### config.mk
export PLATFORM = sky130hd
export DESIGN_NAME = complex_mult_stim_gen
export DESIGN_NICKNAME = d
export VERILOG_FILES = /design/src/rtl/complex_mult_stim_gen.sv
export SDC_FILE = /design/constraint.sdc
export NUM_CORES = 1
export LEC_CHECK = 0
export CORE_ASPECT_RATIO = 0.8
export CORE_MARGIN = 2
export CORE_UTILIZATION = 46
export DETAILED_ROUTE_END_ITERATION = 7
export GPL_ROUTABILITY_DRIVEN = 1
export PLACE_DENSITY_LB_ADDON = 0.3
export SYNTH_ARGS = -nofsm -noshare
export SYNTH_HDL_FRONTEND = slang
export SYNTH_SLANG_ARGS = --single-unit
### constraint.sdc
create_clock -name clk -period 2.95 [get_ports clk]
set_clock_uncertainty 0.2 [all_clocks]
set_input_delay 0.885 -clock clk [delete_from_list [all_inputs] [get_ports clk]]
set_output_delay 0.885 -clock clk [all_outputs]
set_load 0.01 [all_outputs]
### src/rtl/complex_mult_stim_gen.sv
// Stimulus/check engine for the complex multiplier: runs N operand transactions over op/res handshakes.
// Define CMPLX_STIM_CHECK_EN to compile in result checking (err_cnt); otherwise err_cnt is tied to 0.
module complex_mult_stim_gen #(
  parameter int          DATA_WIDTH  = 8,
  parameter int          RES_WIDTH   = 2*DATA_WIDTH+2,
  parameter int          SETUP_CYC   = 2,
  parameter int          RES_DLY     = 20,
  parameter int          TIMEOUT_CYC = 255,
  parameter logic [31:0] LFSR_SEED   = 32'hACE1_0001
) (
  input  logic                  clk,
  input  logic                  rstn,
  input  logic                  start,
  input  logic [1:0]            mode,
  input  logic [15:0]           num_trans,
  input  logic                  op_ready,
  input  logic                  res_val,
  input  logic [RES_WIDTH-1:0]  res_re,
  input  logic [RES_WIDTH-1:0]  res_im,
  output logic                  sw_rst,
  output logic                  op_val,
  output logic                  res_ready,
  output logic [DATA_WIDTH-1:0] op_1_re,
  output logic [DATA_WIDTH-1:0] op_1_im,
  output logic [DATA_WIDTH-1:0] op_2_re,
  output logic [DATA_WIDTH-1:0] op_2_im,
  output logic                  busy,
  output logic                  done,
  output logic                  timeout,
  output logic [15:0]           trans_cnt,
  output logic [15:0]           err_cnt
);

  localparam logic [31:0] LFSR_TAPS = 32'h8020_0003;
  localparam logic [1:0]  M_FIXED   = 2'd0;
  localparam logic [1:0]  M_RANDOM  = 2'd1;
  localparam logic [1:0]  M_CORNER  = 2'd2;
  localparam int          CNT_MAX   = (TIMEOUT_CYC > SETUP_CYC) ? TIMEOUT_CYC : SETUP_CYC;
  localparam int          CNT_W     = $clog2(CNT_MAX + 1);

  typedef enum logic [2:0] {
    S_IDLE, S_SRST, S_GEN, S_SETUP, S_OPV, S_RESW, S_FIN
  } state_t;

  state_t           state_q, state_d;
  logic [1:0]       mode_q;
  logic [15:0]      num_q;
  logic [1:0]       gen_k_q;
  logic [CNT_W-1:0] cnt_q;
  logic [31:0]      lfsr_q;
  logic             op_hs, res_hs, resw_expire;
  logic [15:0]      trans_inc;
  logic [DATA_WIDTH-1:0] gen_val;

  function automatic logic [31:0] lfsr_step(input logic [31:0] s);
    return {1'b0, s[31:1]} ^ (s[0] ? LFSR_TAPS : 32'h0);
  endfunction

  function automatic logic [15:0] sat_inc(input logic [15:0] v);
    return (v == 16'hFFFF) ? v : v + 16'd1;
  endfunction

  // Operand k of the current transaction; INCR wraps at DATA_WIDTH.
  function automatic logic [DATA_WIDTH-1:0] gen_operand(input logic [1:0] m, input logic [1:0] k,
                                                        input logic [15:0] idx, input logic [31:0] s);
    logic [DATA_WIDTH-1:0] v;
    case (m)
      M_FIXED:  v = DATA_WIDTH'(32'd2 + 32'(k));
      M_RANDOM: v = s[DATA_WIDTH-1:0];
      M_CORNER: v = '1;
      default:  v = DATA_WIDTH'(32'(idx) + 32'(k));
    endcase
    return v;
  endfunction

  assign sw_rst    = (state_q == S_SRST);
  assign op_val    = (state_q == S_OPV);
  assign res_ready = (state_q == S_RESW) && (cnt_q >= CNT_W'(RES_DLY));
  assign busy      = (state_q != S_IDLE);
  assign done      = (state_q == S_FIN);

  always_comb begin
    op_hs       = (state_q == S_OPV) && op_ready;
    res_hs      = (state_q == S_RESW) && res_val && res_ready;
    resw_expire = (state_q == S_RESW) && (cnt_q == CNT_W'(TIMEOUT_CYC - 1));
    trans_inc   = sat_inc(trans_cnt);
    gen_val     = gen_operand(mode_q, gen_k_q, trans_cnt, lfsr_q);
    state_d     = state_q;
    case (state_q)
      S_IDLE:  if (start) state_d = S_SRST;
      S_SRST:  state_d = (num_q == 16'd0) ? S_FIN : S_GEN;
      S_GEN:   if (gen_k_q == 2'd3) state_d = (SETUP_CYC == 0) ? S_OPV : S_SETUP;
      S_SETUP: if (cnt_q == CNT_W'(SETUP_CYC - 1)) state_d = S_OPV;
      S_OPV:   if (op_hs) state_d = S_RESW;
      // A result arriving on the expiry edge still counts.
      S_RESW:  begin
        if (res_hs)           state_d = (trans_inc < num_q) ? S_GEN : S_FIN;
        else if (resw_expire) state_d = S_FIN;
      end
      S_FIN:   state_d = S_IDLE;
      default: state_d = S_IDLE;
    endcase
  end

  always_ff @(posedge clk) begin
    if (!rstn) begin
      state_q   <= S_IDLE;
      mode_q    <= '0;
      num_q     <= '0;
      gen_k_q   <= '0;
      cnt_q     <= '0;
      lfsr_q    <= LFSR_SEED;
      trans_cnt <= '0;
      timeout   <= 1'b0;
      op_1_re   <= '0;
      op_1_im   <= '0;
      op_2_re   <= '0;
      op_2_im   <= '0;
    end else begin
      state_q <= state_d;
      case (state_q)
        S_IDLE: if (start) begin
          mode_q    <= mode;
          num_q     <= num_trans;
          trans_cnt <= '0;
          timeout   <= 1'b0;
        end
        S_SRST: gen_k_q <= '0;
        // The LFSR only steps while generating RANDOM operands, so runs continue the sequence.
        S_GEN: begin
          gen_k_q <= gen_k_q + 2'd1;
          cnt_q   <= '0;
          case (gen_k_q)
            2'd0:    op_1_re <= gen_val;
            2'd1:    op_1_im <= gen_val;
            2'd2:    op_2_re <= gen_val;
            default: op_2_im <= gen_val;
          endcase
          if (mode_q == M_RANDOM) lfsr_q <= lfsr_step(lfsr_q);
        end
        S_SETUP: cnt_q <= cnt_q + CNT_W'(1);
        S_OPV:   cnt_q <= '0;
        S_RESW: begin
          cnt_q <= cnt_q + CNT_W'(1);
          if (res_hs)           trans_cnt <= trans_inc;
          else if (resw_expire) timeout   <= 1'b1;
        end
        default: ;
      endcase
    end
  end

`ifdef CMPLX_STIM_CHECK_EN
  logic signed [RES_WIDTH-1:0] exp_re_q, exp_im_q;

  function automatic logic signed [RES_WIDTH-1:0] zext(input logic [DATA_WIDTH-1:0] v);
    return $signed({{(RES_WIDTH-DATA_WIDTH){1'b0}}, v});
  endfunction

  function automatic logic signed [RES_WIDTH-1:0] cmul_re(input logic [DATA_WIDTH-1:0] a, b, c, d);
    return zext(a) * zext(c) - zext(b) * zext(d);
  endfunction

  function automatic logic signed [RES_WIDTH-1:0] cmul_im(input logic [DATA_WIDTH-1:0] a, b, c, d);
    return zext(a) * zext(d) + zext(b) * zext(c);
  endfunction

  always_ff @(posedge clk) begin
    if (!rstn) begin
      err_cnt <= '0;
    end else begin
      if (state_q == S_IDLE && start) err_cnt <= '0;
      if (res_hs && ((res_re != $unsigned(exp_re_q)) || (res_im != $unsigned(exp_im_q))))
        err_cnt <= sat_inc(err_cnt);
    end
  end

  // Operands are stable during OPV, so the expectation is captured on the handshake edge.
  always_ff @(posedge clk) begin
    if (op_hs) begin
      exp_re_q <= cmul_re(op_1_re, op_1_im, op_2_re, op_2_im);
      exp_im_q <= cmul_im(op_1_re, op_1_im, op_2_re, op_2_im);
    end
  end
`else
  logic unused_res;
  assign unused_res = ^{res_re, res_im};
  assign err_cnt    = '0;
`endif

endmodule

======== Yosys cells after proc, flatten, opt, wreduce, memory -nomap -nowiden ========
Index checks and enable logic that the tools add are counted.
word-level totals
  bits in registers ....................... 112
  bits of input ports ..................... 59
  output and inout port bits .............. 70
  word-level logic and storage cells ...... 89
operators by class
  $add $sub $neg .......................... 5
  order comparisons ....................... 2
  equal/unequal tests ..................... 22
  mux-type cells .......................... 21
  bitwise logic cells ..................... 2
  reductions and logical operators ........ 25
operators by type and width
  kind                     number
  $mux W16                 3
  $mux W32                 1
  $pmux W16 S2             1
  $xor A31 B32 Y32         1
  $mux W3                  8
  $pmux W8 S3              1
  $pmux W3 S6              1
  $add A16 B1 Y16 const B  1
  $eq A16 B16 Y1 const B   1
  $logic_not A16 Y1        1
  $lt A16 B16 Y1           1
  $pmux W8 S2              1
  $ne A2 B2 Y1 const B     6
  $reduce_and A2 Y1        6
  $eq A3 B3 Y1 const B     3
  $add A8 B1 Y8 const B    1
  $add A8 B2 Y8            1
  $eq A8 B1 Y1 const B     1
  $eq A8 B8 Y1 const B     1
  $ge A8 B5 Y1 const B     1
  $eq A2 B2 Y1 const B     3
  $eq A3 B2 Y1 const B     2
  $reduce_bool A2 Y1       3
  $logic_and A1 B1 Y1      5
  18 further kinds         23

======== Depth between registers and ports, before layout ========
Gate-level depths: netlist of the first run.
  depth after elaboration ................. 6
  mapped depth ............................ 14
  depth with buffers taken out ............ 12

======== Worst setup path before layout of the first run ========
No wires, ideal clock.
  path type ............................... register to register
  start ................................... reg trans_cnt[0]
  end ..................................... reg state_q[2]
  setup time .............................. 133 ps
  arrival time ............................ 2663 ps
  data required time ...................... 2617 ps
  setup slack ............................. -45 ps
  cell stages (with the launch flop) ...... 14
  path buffers ............................ 2
  clock period less this slack ............ 2995 ps
  cells stage by stage .................... dfxtp_1 > ha_1 > clkbuf_1 > and3_1 > and3_1 > buf_2 > a211oi_1 > xor2_1 > ha_1 > a41o_1 > a21oi_1 > a211oi_1 > o21ai_0 > a31oi_1
on the way
  longest elaborated chain between the ends .. 6
  elaborated cells between the ends (all ways) .. 7
  classes of those cells .................. 1 x add/sub; 1 x order compare; 1 x eq/ne; 4 x mux
ends and longest elaborated chain
  item                                                      RTL line  source
  start, declared                                           30        output logic [15:0] trans_cnt,
  start signal, assigned                                    145       if (res_hs) trans_cnt <= trans_inc;
  $add A16 B1 Y16 / $eq A16 B16 Y1 (equally long branches)  60        return (v == 16'hFFFF) ? v : v + 16'd1;
  $mux W16 *                                                60
  $lt A16 B16 Y1 *                                          97        if (res_hs) state_d = (trans_inc < num_q) ? S_GEN : S_FIN;
  $mux W3 * (2 in series)                                   97
  $pmux W3 S6 *                                             89        case (state_q)
  end signal, assigned                                      120       state_q <= state_d;
  end, declared                                             45        state_t state_q, state_d;
Every way passes the cells marked *; elsewhere a longest branch is shown, timed or not.
A chain may end at the register's enable or synchronous reset.

======== Worst setup path in the final report of the first run ========
  start ................................... reg cnt_q[7]
  end ..................................... out res_ready
on the way
  longest elaborated chain between the ends .. 2
ends and longest elaborated chain
  item                    RTL line  source
  start, declared         49        logic [CNT_W-1:0] cnt_q;
  start signal, assigned  141       S_SETUP: cnt_q <= cnt_q + CNT_W'(1);
  start signal, assigned  144       cnt_q <= cnt_q + CNT_W'(1);
  $ge A8 B5 Y1            78        assign res_ready = (state_q == S_RESW) && (cnt_q >= CNT_W'(RES_DLY));
  $logic_and A1 B1 Y1     78
  end, declared           22        output logic res_ready,
No other way between the ends.

==> flow_metrics.py, run 1 <==
metrics = {
    "clock_network": {
        "cts-htree-levels": 3,
        "cts_sinks": 112,
        "clk_latency_ps": 350,
        "path_clk_slew_ps": 70,
        "cts_made_buffers": 9,
        "cts_tree": "done",
        "root_buffer": "clkbuf_16",
        "hold_buffers": 0,
        "clockBufferDepth": 2,
    },
    "sta": {
        "final.setup.worst_slack_ps": 75.3,
        "fin_crit_sh_pct": 97.4,
        "setup_viol": 0,
        "drv_slew": 0,
        "whs_ps": 249,
        "tightest_slew_ps": 665,
        "slew_headroom_pct": 55.2,
        "period_needed_ps": 2870,
        "clock.fmax_mhz": 348,
        "hold_violations": 0,
    },
    "critical_path": {
        "worstSetupPathType": "reg -> out",
        "critPathRequiredTime_ps": 1870,
        "ff2ff_path_depth": 12,
        "startpoint_type": "flip-flop",
        "reg2reg_slack_ps": 90,
        "critPathCapture": "res_ready",
        "crit_start": "cnt_q[7]",
        "cp_max_fo": 5,
        "cp-end-kind": "output port",
        "reg2reg_from": "trans_cnt[0]",
        "critPathArrivalTime_ps": 1790,
        "r2r-end": "state_q[2]",
    },
    "floorplanning": {
        "fp.dieH_microns": 105,
        "rows": 36,
        "dieArea_sq_mm": 0.0135,
        "die_w_microns": 130,
        "coreArea_sq_mm": 0.0123,
        "initial_core_util_pct": 47.4,
        "io_pins": 129,
    },
    "synthesis": {
        "yosys.area.top_type_share_pct": 38.6,
        "async_reset_ff_share_pct": 0,
        "synth_flop_cell": "dfxtp_1",
        "synth_edf_count": 0,
        "ys_seq_area_share_pct": 38.6,
        "synthTopCellsByArea": "dfxtp_1 (39%), nand2_1 (11%), a21oi_1 (8.8%)",
        "synth_area_sq_mm": 0.00581,
        "synth_warnings": 0,
        "synth-seq-cells": 112,
        "synth.distinct_cells": 62,
        "netlist.top_cell.by_area": "dfxtp_1",
        "netlist_instances": 758,
        "syn_area_per_cell_sq_um": 7.66,
    },
    "power": {
        "vdd_drop_max_v": 0.000359,
        "p_leak_nw": 2.74,
        "report.power.total_w": 0.00410,
        "p_per_area_mw_per_mm2": 561,
    },
    "drt": {
        "vias": 5592,
        "antenna_left": 0,
        "routed_wl_mm": 15.6,
        "drt-pass1-iter-count": 4,
        "drt_iter0_markers": 390,
        "drc": 0,
        "avgViaCountPerCell": 5.50,
        "routedWlPerCell_microns": 15.4,
    },
    "finish": {
        "drive_gt1_share_pct": 11.5,
        "areaGrowthSynthToFinish_pct": 25.9,
        "antenna_cells": 0,
        "fill_cells": 1129,
        "fin_util_pct": 59.7,
        "finalNetCount": 928,
    },
    "grt": {
        "grt_pass1_vias": 5215,
        "grt_max_degree": 33,
        "grt_pass1_wl_mm": 25.5,
        "antenna_found_initial": 0,
        "gr-total-overflow": 0,
        "grt_usage_pct": 23.2,
    },
    "min_path": {
        "hold_class": "reg -> reg",
    },
    "placed_design": {
        "dp_hpwl_mm": 11.2,
        "port_buffers": 76,
        "pre_cts_slack_ps": -8.66,
        "gp_congestion": 0.896,
    },
    "status": {
        "status": "complete, no violations",
    },
    "job": {
        "max_cap_viol_count": 0,
    },
}
stage by stage:
stage                     cells  TNS (ps)  area, sq um
final                      1017         0         7310
after global routing       1017     -3.54         7310
after CTS                  1015         0         7190
after detailed placement    999     -8.66         6870
after global placement      999         0         6870
after floorplan             773         0         5870
sequential cells by signal, summed over array words and instances, names as in the netlist:
name and count:
mode_q 2, op_1_re 8, op_2_im 8, state_q 3, gen_k_q 2, num_q 16
trans_cnt 16, op_1_im 8, op_2_re 8, timeout 1, lfsr_q 32, cnt_q 8
logic make-up (layout without fill, tap and decap cells):
logic type | Yosys count | after routing | share of synthesized area (%)
buffers and inverters | 92 | 165 | 7.28
multiplexers | 4 | 4 | 0.689
AO/OA/AOI/OAI | 187 | 187 | 19.2
XOR/XNOR | 20 | 20 | 3.02
flip-flops | 112 | 112 | 38.6
other | 1 | 16 | 0.0646
AND/OR/NAND/NOR | 314 | 314 | 25.0
adder cells (fa/ha/maj) | 28 | 28 | 6.16
worst max-delay path: stages (launching register included):
cell	delay [ps]
dfxtp_1	350
or3_4	440
nor2_1	120
nor2_1	60
clkdlybuf4s50_1	470
cell usage in the layout, fill, tap and decap left out, types with 3 or more instances in the layout:
master | synthesis | layout
nand2_1 | 177 | 177
dfxtp_1 | 112 | 105
a21oi_1 | 102 | 101
clkdlybuf4s50_1 | 0 | 76
buf_4 | 16 | 46
nor2_1 | 30 | 29
o21ai_0 | 29 | 28
ha_1 | 27 | 27
nand3_1 | 28 | 25
inv_1 | 24 | 24
conb_1 | 1 | 16
nor3_1 | 11 | 11
and2_1 | 10 | 10
and3_1 | 10 | 9
xnor2_1 | 11 | 9
nand4_1 | 9 | 9
clkbuf_16 | 0 | 9
xor2_1 | 9 | 8
or3_1 | 9 | 8
o211ai_1 | 8 | 8
a31oi_1 | 7 | 7
o21a_1 | 7 | 6
dfxtp_2 | 0 | 5
and4_1 | 4 | 4
mux2i_1 | 4 | 4
a211o_1 | 4 | 4
nand3_2 | 0 | 3
nand3b_1 | 3 | 3
or4_1 | 3 | 3
a41oi_1 | 3 | 3
nor4_1 | 3 | 3
o221a_2 | 3 | 3
clkinvlp_4 | 0 | 3
cell usage after synthesis (11+ instances only):
cell      instances
nand2_1         177
dfxtp_1         112
a21oi_1         102
clkbuf_1         40
nor2_1           30
o21ai_0          29
nand3_1          28
ha_1             27
inv_1            24
buf_4            16
nor3_1           11
xnor2_1          11
worst min path at each step:
stage / to / start / slack, ps / cells past startpoint
6_report: lfsr_q[20] / lfsr_q[21] / 250 / 2
5_1_grt: lfsr_q[12] / lfsr_q[13] / 270 / 2
4_1_cts: lfsr_q[13] / lfsr_q[14] / 260 / 2
3_5_place_dp: lfsr_q[13] / lfsr_q[14] / 250 / 2
3_3_place_gp: lfsr_q[12] / lfsr_q[13] / 240 / 2
2_1_floorplan: lfsr_q[10] / lfsr_q[11] / 230 / 2
cell type report:
class	count	area [sq um]	share of cell area (%)
multi-input combinational	569	3310	45.2
clock buffer	10	239	3.27
inverter	26	97.6	1.33
clock inverter	6	75.1	1.03
timing repair buffer	123	1130	15.4
tap	171	214	2.93
sequential	112	2260	30.8
per-layer routing:
| layer | wire length, microns | global-route usage, % | share of wire, % | vias up |
|---|---|---|---|---|
| met1 | 7550 | 33.3 | 48 | 2664 |
| met2 | 7110 | 36.4 | 46 | 170 |
| met5 | 0 | 0 | 0 | - |
| met4 | 180 | 5.30 | 1.2 | 0 |
| met3 | 784 | 4.01 | 5.0 | 18 |
| li1 | - | - | - | 2740 |
repair_timing:
action                     in CTS  in global routing
pin swaps                       0                  4
setup buffers                   0                  2
setup endpoints to repair       1                  4
gates resized for setup         1                 27
report_power, final:
group	switching (W)	internal, W	leakage (nW)
Sequential	0.000117	0.00161	0.910
Combinational	0.000648	0.000432	1.69
Clock	0.000595	0.000695	0.145
Total	0.00136	0.00274	2.74
Power figures use the tool's default switching activity.
==> run 2, diff against run 1 <==
SETUP_SLACK_MARGIN = 0.15   (was default)
==> flow_metrics.py, run 2 (synthesis gave the netlist of run 1 again) <==
metrics = {
    "status": {
        "status": "complete, no violations",
    },
    "placed_design": {
        "port_buffers": 76,
        "gp_congestion": 0.866,
        "dp_hpwl_mm": 11.3,
        "place_area_sq_mm": 0.00688,
    },
    "clock_network": {
        "cts_sinks": 112,
        "cts-htree-levels": 3,
        "cts_made_buffers": 9,
        "clockBufferDepth": 2,
        "clk_latency_ps": 350,
        "path_clk_slew_ps": 70,
        "root_buffer": "clkbuf_16",
        "cts_tree": "done",
    },
    "critical_path": {
        "reg2reg_from": "trans_cnt[4]",
        "cp-end-kind": "output port",
        "startpoint_type": "flip-flop",
        "crit_path_cell_trace": "nor3b_2, clkdlybuf4s50_1",
        "critPathRequiredTime_ps": 1870,
        "crit_start": "state_q[0]",
        "critPathArrivalTime_ps": 1700,
        "crit_path_max_incr_delay_ps": 610,
        "reg2reg_slack_ps": 190,
        "r2r-end": "state_q[2]",
        "critPathCapture": "op_val",
        "slowest_stage": "clkdlybuf4s50_1",
        "worstSetupPathType": "reg -> out",
        "ff2ff_path_depth": 11,
        "cp_max_fo": 12,
    },
    "floorplanning": {
        "dieArea_sq_mm": 0.0135,
        "coreArea_sq_mm": 0.0123,
        "io_pins": 129,
        "initial_core_util_pct": 47.4,
        "die_w_microns": 130,
        "fp.dieH_microns": 105,
        "rows": 36,
    },
    "power": {
        "report.power.total_w": 0.00410,
        "vdd_drop_max_v": 0.000293,
        "p_leak_nw": 2.77,
        "p_per_area_mw_per_mm2": 557,
    },
    "drt": {
        "drt-pass1-iter-count": 5,
        "antenna_left": 0,
        "drt_iter0_markers": 411,
        "drc": 0,
        "avgViaCountPerCell": 5.56,
        "routedWlPerCell_microns": 15.6,
        "routed_wl_mm": 15.9,
        "vias": 5658,
    },
    "finish": {
        "largest_reg_flops": 32,
        "fill_cells": 1078,
        "antenna_cells": 0,
        "fin_area_sq_mm": 0.00736,
        "finalNetCount": 929,
        "final_cell_mix": "nand2_1 (176), dfxtp_1 (100), a21oi_1 (99)",
        "areaGrowthSynthToFinish_pct": 26.7,
        "largest_registers": "lfsr_q: 32 flops, num_q: 16 flops, trans_cnt: 16 flops",
        "layout_commonest_cell": "nand2_1",
        "drive_gt1_share_pct": 13.0,
        "fin_util_pct": 60.1,
        "largest_register": "lfsr_q",
    },
    "sta": {
        "whs_ps": 256,
        "fin_setup_tns_ps": 0,
        "rsz0062_at_grt": "yes",
        "clock.fmax_mhz": 358,
        "setup_viol": 0,
        "slew_headroom_pct": 55.8,
        "period_needed_ps": 2790,
        "drv_slew": 0,
        "fin_crit_sh_pct": 94.6,
        "tightest_slew_ps": 657,
        "hold_violations": 0,
    },
    "grt": {
        "grt_pass1_wl_mm": 25.8,
        "grt_pass1_vias": 5213,
        "grt_usage_pct": 23.5,
        "gr-total-overflow": 0,
        "grt_max_degree": 32,
        "antenna_found_initial": 0,
    },
    "job": {
        "max_cap_viol_count": 0,
    },
    "min_path": {
        "hold_class": "reg -> reg",
    },
}
run 2: changes by cell type in the layout (fill, tap and decap cells not counted), moves of 2 or more:
cell	previous run	this run
dfxtp_2	5	9
clkdlybuf4s50_1	76	73
dlygate4sd2_1	0	2
a21oi_1	101	99
a211oi_2	0	2
a21oi_2	1	3
dfxtp_1	105	100
inv_6	0	2
run 2: final cells by class:
type / count / area, sq um / share of cell area (%)
clock buffers: 10 / 229 / 3.11
clock inverters: 6 / 73.8 / 1.00
inverters: 26 / 97.6 / 1.33
multi-input cells: 569 / 3340 / 45.4
flip-flops and latches: 112 / 2260 / 30.8
well taps: 171 / 214 / 2.91
repair buffers: 124 / 1140 / 15.5
run 2: worst min path at each step:
stage          startpoint         end  cells after the start
2_1_floorplan  lfsr_q[11]  lfsr_q[10]                      2
3_3_place_gp   lfsr_q[10]   lfsr_q[9]                      2
3_5_place_dp   lfsr_q[11]  lfsr_q[10]                      2
4_1_cts        lfsr_q[26]  lfsr_q[25]                      2
5_1_grt        lfsr_q[12]  lfsr_q[11]                      2
6_report       lfsr_q[26]  lfsr_q[25]                      2
run 2: timing repair:
item                       CTS  global route
pin swaps                    1             6
buffers inserted             1             3
gates resized for setup     24            19
hold buffers                 0             0
setup endpoints to repair    5             3
run 2: where the power goes:
part | switching, W | total [W] | internal (W)
Clock | 0.000587 | 0.00126 | 0.000672
Sequential | 0.000119 | 0.00173 | 0.00161
Combinational | 0.000671 | 0.00111 | 0.000436
run 2: worst max-delay path, delay by kind of cell, from the launching register on:
family                 cells  cell delay, ps
AND/OR/NAND/NOR            1             360
flip-flops                 1             390
buffers and inverters      1             610
run 2: layer usage:
layer  part of all wire, %  track usage (%)
met3                   6.6             4.89
met2                    45             36.1
met4                   1.0             5.76
met1                    48             33.7
met5                     0                0
run 2: through the flow:
stage,cells,worst slack [ps]
6_report,1018,160
5_1_grt,1018,99.8
4_1_cts,1015,151
3_5_place_dp,998,61.5
3_3_place_gp,998,148
2_1_floorplan,773,153
==> run 3, diff against run 2 <==
CTS_CLUSTER_SIZE = 30   (was default)
==> results of run 3 <==
Same layout as run 2: the final DEF is identical, and so are final timing and power.
